`src/rtl/alu_dispatch_pkg.sv`:
```
// Shared opcode constants, FSM state encoding and the opcode-to-enable decode for the ALU dispatch block.
package alu_dispatch_pkg;

   localparam logic [1:0] OP_AND = 2'b00;
   localparam logic [1:0] OP_OR  = 2'b01;
   localparam logic [1:0] OP_XOR = 2'b10;
   localparam logic [1:0] OP_ADD = 2'b11;

   typedef enum logic [1:0] {
      ST_IDLE = 2'b00,
      ST_READ = 2'b01,
      ST_EXEC = 2'b10,
      ST_WB   = 2'b11
   } state_t;

   // Unit enable bit index equals the opcode value.
   function automatic logic [3:0] op_onehot(input logic [1:0] op);
      return 4'b0001 << op;
   endfunction

endpackage

```
`src/rtl/alu_regfile.sv`:
```
// Small register file: one synchronous write port, three asynchronous read ports (rs1, rs2, debug).
module alu_regfile #(
   parameter int DATA_W = 4,
   parameter int REG_AW = 2
) (
   input  logic              clk,
   input  logic              rst,
   input  logic              we,
   input  logic [REG_AW-1:0] waddr,
   input  logic [DATA_W-1:0] wdata,
   input  logic [REG_AW-1:0] rs1_addr,
   input  logic [REG_AW-1:0] rs2_addr,
   input  logic [REG_AW-1:0] dbg_addr,
   output logic [DATA_W-1:0] rs1_data,
   output logic [DATA_W-1:0] rs2_data,
   output logic [DATA_W-1:0] dbg_data
);

   localparam int NREG = 2 ** REG_AW;

   logic [DATA_W-1:0] regs [NREG];

   always_ff @(posedge clk) begin
      if (rst) begin
         for (int i = 0; i < NREG; i++) begin
            regs[i] <= '0;
         end
      end else if (we) begin
         regs[waddr] <= wdata;
      end
   end

   assign rs1_data = regs[rs1_addr];
   assign rs2_data = regs[rs2_addr];
   assign dbg_data = regs[dbg_addr];

endmodule

```
`src/rtl/alu_dispatch.sv`:
```
// Issue side of the ALU unit interface: read operands, pulse one unit enable for one cycle, write the result back.
// Accept at t, unit_en at t+2, writeback/done at t+3, ready again at t+4.
module alu_dispatch
   import alu_dispatch_pkg::*;
#(
   parameter int DATA_W = 4,
   parameter int REG_AW = 2
) (
   input  logic              clk,
   input  logic              rst,
   input  logic              instr_valid,
   output logic              instr_ready,
   input  logic [1:0]        instr_op,
   input  logic [REG_AW-1:0] instr_rd,
   input  logic [REG_AW-1:0] instr_rs1,
   input  logic [REG_AW-1:0] instr_rs2,
   input  logic              ld_valid,
   input  logic [REG_AW-1:0] ld_addr,
   input  logic [DATA_W-1:0] ld_data,
   output logic [3:0]        unit_en,
   output logic [DATA_W-1:0] op_a,
   output logic [DATA_W-1:0] op_b,
   input  logic [DATA_W-1:0] alu_result,
   output logic              done,
   input  logic [REG_AW-1:0] dbg_sel,
   output logic [DATA_W-1:0] dbg_data
);

   state_t            state, state_nxt;
   logic [1:0]        op_q;
   logic [REG_AW-1:0] rd_q, rs1_q, rs2_q;
   logic [DATA_W-1:0] res_q;
   logic [3:0]        unit_en_nxt;
   logic              accept;
   logic              rf_we;
   logic [REG_AW-1:0] rf_waddr;
   logic [DATA_W-1:0] rf_wdata;
   logic [DATA_W-1:0] rs1_data, rs2_data;

   alu_regfile #(.DATA_W(DATA_W), .REG_AW(REG_AW)) u_regfile (
      .clk      (clk),
      .rst      (rst),
      .we       (rf_we),
      .waddr    (rf_waddr),
      .wdata    (rf_wdata),
      .rs1_addr (rs1_q),
      .rs2_addr (rs2_q),
      .dbg_addr (dbg_sel),
      .rs1_data (rs1_data),
      .rs2_data (rs2_data),
      .dbg_data (dbg_data)
   );

   // Load and writeback share the single write port; they live in disjoint states.
   always_comb begin
      state_nxt   = state;
      instr_ready = 1'b0;
      accept      = 1'b0;
      unit_en_nxt = 4'b0000;
      done        = 1'b0;
      rf_we       = 1'b0;
      rf_waddr    = rd_q;
      rf_wdata    = res_q;
      case (state)
         ST_IDLE: begin
            if (ld_valid) begin
               rf_we    = 1'b1;
               rf_waddr = ld_addr;
               rf_wdata = ld_data;
            end else begin
               instr_ready = 1'b1;
               if (instr_valid) begin
                  accept    = 1'b1;
                  state_nxt = ST_READ;
               end
            end
         end
         ST_READ: begin
            unit_en_nxt = op_onehot(op_q);
            state_nxt   = ST_EXEC;
         end
         ST_EXEC: begin
            state_nxt = ST_WB;
         end
         ST_WB: begin
            rf_we     = 1'b1;
            done      = 1'b1;
            state_nxt = ST_IDLE;
         end
         default: state_nxt = ST_IDLE;
      endcase
   end

   always_ff @(posedge clk) begin
      if (rst) begin
         state   <= ST_IDLE;
         unit_en <= 4'b0000;
         op_a    <= '0;
         op_b    <= '0;
         op_q    <= 2'b00;
         rd_q    <= '0;
         rs1_q   <= '0;
         rs2_q   <= '0;
         res_q   <= '0;
      end else begin
         state   <= state_nxt;
         unit_en <= unit_en_nxt;
         if (accept) begin
            op_q  <= instr_op;
            rd_q  <= instr_rd;
            rs1_q <= instr_rs1;
            rs2_q <= instr_rs2;
         end
         if (state == ST_READ) begin
            op_a <= rs1_data;
            op_b <= rs2_data;
         end
         if (state == ST_EXEC) begin
            res_q <= alu_result;
         end
      end
   end

endmodule

```
`config.mk`:
```
export PLATFORM = sky130hd
export DESIGN_NAME = alu_dispatch
export DESIGN_NICKNAME = d
export VERILOG_FILES = /design/src/rtl/alu_dispatch_pkg.sv /design/src/rtl/alu_regfile.sv /design/src/rtl/alu_dispatch.sv
export SDC_FILE = /design/constraint.sdc
export NUM_CORES = 1
export LEC_CHECK = 0
export BUFFER_PORTS_ARGS = -buffer_cell sky130_fd_sc_hd__buf_2
export CAP_MARGIN = 10
export CORE_ASPECT_RATIO = 0.9
export CORE_MARGIN = 3
export CORE_UTILIZATION = 40
export DETAILED_ROUTE_END_ITERATION = 10
export GPL_ROUTABILITY_DRIVEN = 0
export PLACE_DENSITY = 0.61
export SETUP_SLACK_MARGIN = 0.2
export SYNTH_ARGS = -nofsm -noshare
export SYNTH_HDL_FRONTEND = slang
export SYNTH_SLANG_ARGS = --single-unit
```
`constraint.sdc`:
```
create_clock -name clk -period 1.9 [get_ports clk]
set_clock_uncertainty 0.1 [all_clocks]
set_input_delay 0.095 -clock clk [delete_from_list [all_inputs] [get_ports clk]]
set_output_delay 0.095 -clock clk [all_outputs]
set_load 0.02 [all_outputs]
```
==> out/results.txt <==
The post-route DRC violation count came out at 0. The final design area excluding fillers was 2810 sq um. Post-synth design cell area: 2170 sq um. The clock tree synthesis step divided the H-tree into 2 levels. Summed over all failing endpoints, the final setup total negative slack is 0 ns. The HPWL after detailed placement is 3640 um. For this block, the routed nets add up to 5000 um of wire. The via count of the first global-routing pass was 1555; the number of clock buffers inserted by TritonCTS was 5. Count of antenna-violating nets left after detailed routing: 0. For this design the ratio of total power to cell area is 1170 nW/um^2. The count of vias placed by the detailed router was 1651; the met2 layer usage reported by global route was 25.2%.

Static timing analysis puts the maximum clock frequency at 0.584 GHz. The floorplan step defined a core boundary enclosing 5040 sq um. The number of cells traversed by the worst register-to-register path works out to 5. The tools report the nature of the critical path endpoint as a flop.

The slowest stage of the critical path belongs to the cell dfxtp_2. The most critical setup path has its startpoint at state[0]. Total cell area at the placement stage: 2430 sq um.

The worst-margin pin slew is 0.390 ns, and the internal power component is 0.00204 W. In this run the tightest slew margin relative to its limit is 74.0%. The clock network is responsible for 16.9% of the overall power. The floorplan step defined a die boundary enclosing 6340 sq um. The library cells used most frequently in the layout, excluding fill and tap cells, are 41 x buf_2, 31 x nor2_1, 24 x dfxtp_1. The tools report the area occupied by multi-input gates as 1180 sq um. The number of synthesized register bits was 42; the vertical die dimension was 75.8 um.

The required arrival time at the worst endpoint was 1.77 ns; the global-route track usage on met1 was 22.0%. The cell sitting at the root of the clock tree is a clkbuf_8. The total count of max-transition violations in the final report came out at 0. Setup violations remaining at the end of the flow were counted as 0. The leading cell type in the layout, fill and taps excluded is buf_2. In the global route stage, overall resource usage came out at 15.8%. Clock-pin slew was measured on the worst setup and hold paths at 0.08 ns.

The number of synthesis warnings was 0; the mean routed wirelength per cell was 15.9 um. The final critical path takes up 90.1% of the cycle. The endpoint of the lowest-slack register-to-register path is u_regfile.regs[3][0]. When the netlist entered floorplanning its net count stood at 215. The switching portion of total power works out to 38.0%.

The worst register-to-register path begins at state[0]. I/O pin total: 42. The run gives 46.2% as the proportion of synthesized chip area in sequential cells.

Class of the tightest hold or removal check: in2reg. Summed over all nets, the switching power comes to 0.00125 W. The run finished with clean final reports.

For the number of antenna violations at the first check in global routing, the log shows 0. The first global-routing pass estimated 7850 um of wire. The average footprint of a synthesized cell is 11.7 sq um, and the distinct cell type count of the synthesized netlist is 36. The layout has 417 filler cells. The ratio of cells with drive above 1 in the final layout is 40.6%. The launch instance of the worst min-delay path was rst.

The later pin in the worst-skew pair is clocked with a latency of 0.29 ns. Across the run, the number of max-cap violations was 0. The first-pass iteration count of the detailed router was 4; the x dimension of the die was 83.6 um.

The net count of the finished layout is 277. The CTS sink count is 42. Once placement completed, the tool counted placed cells totaling 283.

The total overflow left after global routing is 0. The cell count after synthesis came out at 186. The worst hold path was traced through 2 stages. Excluding fillers, the count of instances in the completed layout stands at 314.

Start-to-end type of the worst setup path: reg2reg. The starting density of the core was 43.0%. For this design the static power due to leakage is 1.15 nW.

The synthesis-to-layout area growth works out to 29.4%. Traced cell by cell, the critical path runs through inv_2 -> ha_4 -> a21bo_4 -> and2_4 -> o31ai_4. The worst setup path is launched from a flop. Entering global routing, the biggest net connects 23 pins. Setup repair after global routing could not meet its margin everywhere. The tools report the hold violation count in the final report as 0. Data arrives at the worst endpoint at 1.59 ns.

The maximum fanout along the worst path is 8. The worst hold path terminates at u_regfile.regs[2][0]. Average vias per placed instance: 5.26. The quantity of I/O buffers inserted on ports is 41. In this run the core area contains 24 standard-cell rows. In this run, flip-flops and latches consume 36.7% of the power.

The worst stage delay on the critical path was 0.36 ns. The tools report the number of inserted diodes as 0. In this run, the combinational gates consume 46.4% of the power. Counting along the longest clock path gives a buffer depth of 2. TritonCTS built the clock tree.

The first routing iteration left 66 violations. For this run, global-route usage on met3 was measured as 2.59%. The logs give 534 uV for the maximum vdd drop and 1000 sq um for the sequential cell area. The run gives 0.19 ns as the register-to-register setup slack.

The most congested layer reported by global routing was met2. The worst path in the final design needs a cycle of 1.71 ns, including I/O delays and setup.
routing by layer:
layer / part of all wire, % / wire, um / vias to the layer above
li1: - / - / 805
met1: 47 / 2360 / 775
met2: 45 / 2240 / 66
met3: 6.4 / 322 / 5
met4: 1.4 / 70 / 0
met5: 0 / 0 / -
cell type report:
| type | instances | area share, % |
|---|---|---|
| multi-input combinational | 126 | 42.0 |
| sequential | 42 | 35.8 |
| timing repair buffer | 68 | 15.6 |
| tap | 65 | 2.90 |
| clock buffer | 5 | 2.45 |
| inverter | 5 | 0.758 |
| clock inverter | 3 | 0.580 |
state kept, by name, indices dropped and copies added (netlist names):
| register | cells |
|---|---|
| op_a | 4 |
| op_b | 4 |
| op_q | 2 |
| rd_q | 2 |
| res_q | 4 |
| rs1_q | 2 |
| rs2_q | 2 |
| state | 2 |
| u_regfile.regs | 16 |
| unit_en | 4 |
power by group through the flow:
stage                     Clock [W]  Combinational (W)  Sequential, W
after floorplan                   0            0.00102        0.00124
after global placement            0            0.00122        0.00122
after detailed placement          0            0.00124        0.00123
after CTS                  0.000574            0.00133        0.00120
after global routing       0.000604            0.00165        0.00123
final                      0.000555            0.00153        0.00121
worst max-delay path, delay by kind of cell, from the launching register on:
kind,cells,cell delay [ns]
compound gates,2,0.53
flops,1,0.36
fa+ha+maj,1,0.19
simple gates,1,0.16
buf+inv,1,0.05
cells by family (layout without fill, tap and decap cells):
logic type	after synthesis	after routing	synth area share [%]
AOI/OAI and AO/OA	23	23	8.08
adders and majority gates	5	5	2.89
buffers and inverters	18	81	6.58
DFF	42	42	46.2
muxes	32	32	21.7
and+or+nand+nor	66	66	14.6
through the flow:
stage | utilization [%] | setup slack [ns] | hold WS (ns) | total power, W
floorplan | - | 0.179 | 0.139 | 0.00226
global placement | 48.1 | 0.138 | 0.229 | 0.00245
detailed placement | 48.1 | 0.111 | 0.237 | 0.00247
CTS | 53.1 | 0.199 | 0.0943 | 0.00311
global route | 55.6 | 0.136 | 0.161 | 0.00348
finish | 55.6 | 0.188 | 0.141 | 0.00329
how the worst max path moves through the flow:
stage                                      end  slack [ns]  cells after the start
after floorplan           u_regfile.regs[3][0]        0.18                      6
after global placement    u_regfile.regs[3][2]        0.14                      5
after detailed placement  u_regfile.regs[3][0]        0.11                      5
after CTS                 u_regfile.regs[3][2]        0.20                      5
after global routing      u_regfile.regs[3][2]        0.14                      5
final                     u_regfile.regs[3][0]        0.19                      5
Yosys cell counts, drive strengths merged:
| master | instances | area [sq um] |
|---|---|---|
| a211oi | 1 | 7.51 |
| a21bo | 1 | 10.0 |
| a21boi | 4 | 30.0 |
| a21o | 1 | 7.51 |
| a21oi | 2 | 10.0 |
| a31oi | 1 | 6.26 |
| and2 | 2 | 15.0 |
| and3 | 5 | 31.3 |
| and3b | 1 | 8.76 |
| and4b | 1 | 10.0 |
| buf | 11 | 116 |
| clkbuf | 2 | 7.51 |
| dfxtp | 26 | 521 |
| edfxtp | 16 | 480 |
| ha | 5 | 62.6 |
| inv | 5 | 18.8 |
| mux2i | 20 | 200 |
| mux4 | 12 | 270 |
| nand2 | 5 | 18.8 |
| nand3 | 2 | 10.0 |
| nand3b | 1 | 7.51 |
| nor2 | 33 | 124 |
| nor2b | 2 | 12.5 |
| nor3 | 8 | 40.0 |
| nor3b | 1 | 7.51 |
| nor4 | 4 | 25.0 |
| o2111ai | 1 | 8.76 |
| o211ai | 4 | 30.0 |
| o21a | 1 | 15.0 |
| o21ai | 4 | 20.0 |
| o311a | 1 | 10.0 |
| o31ai | 2 | 20.0 |
| or3 | 1 | 6.26 |
what timing repair did:
action	CTS	global route
endpoints found under the setup margin	16	28
pin swaps	4	5
hold endpoints to repair	12	0
cloned	0	0
hold buffers	12	0
buffers inserted	5	6
resized for setup	2	14
Note: power is estimated with default switching activity, not from simulation.
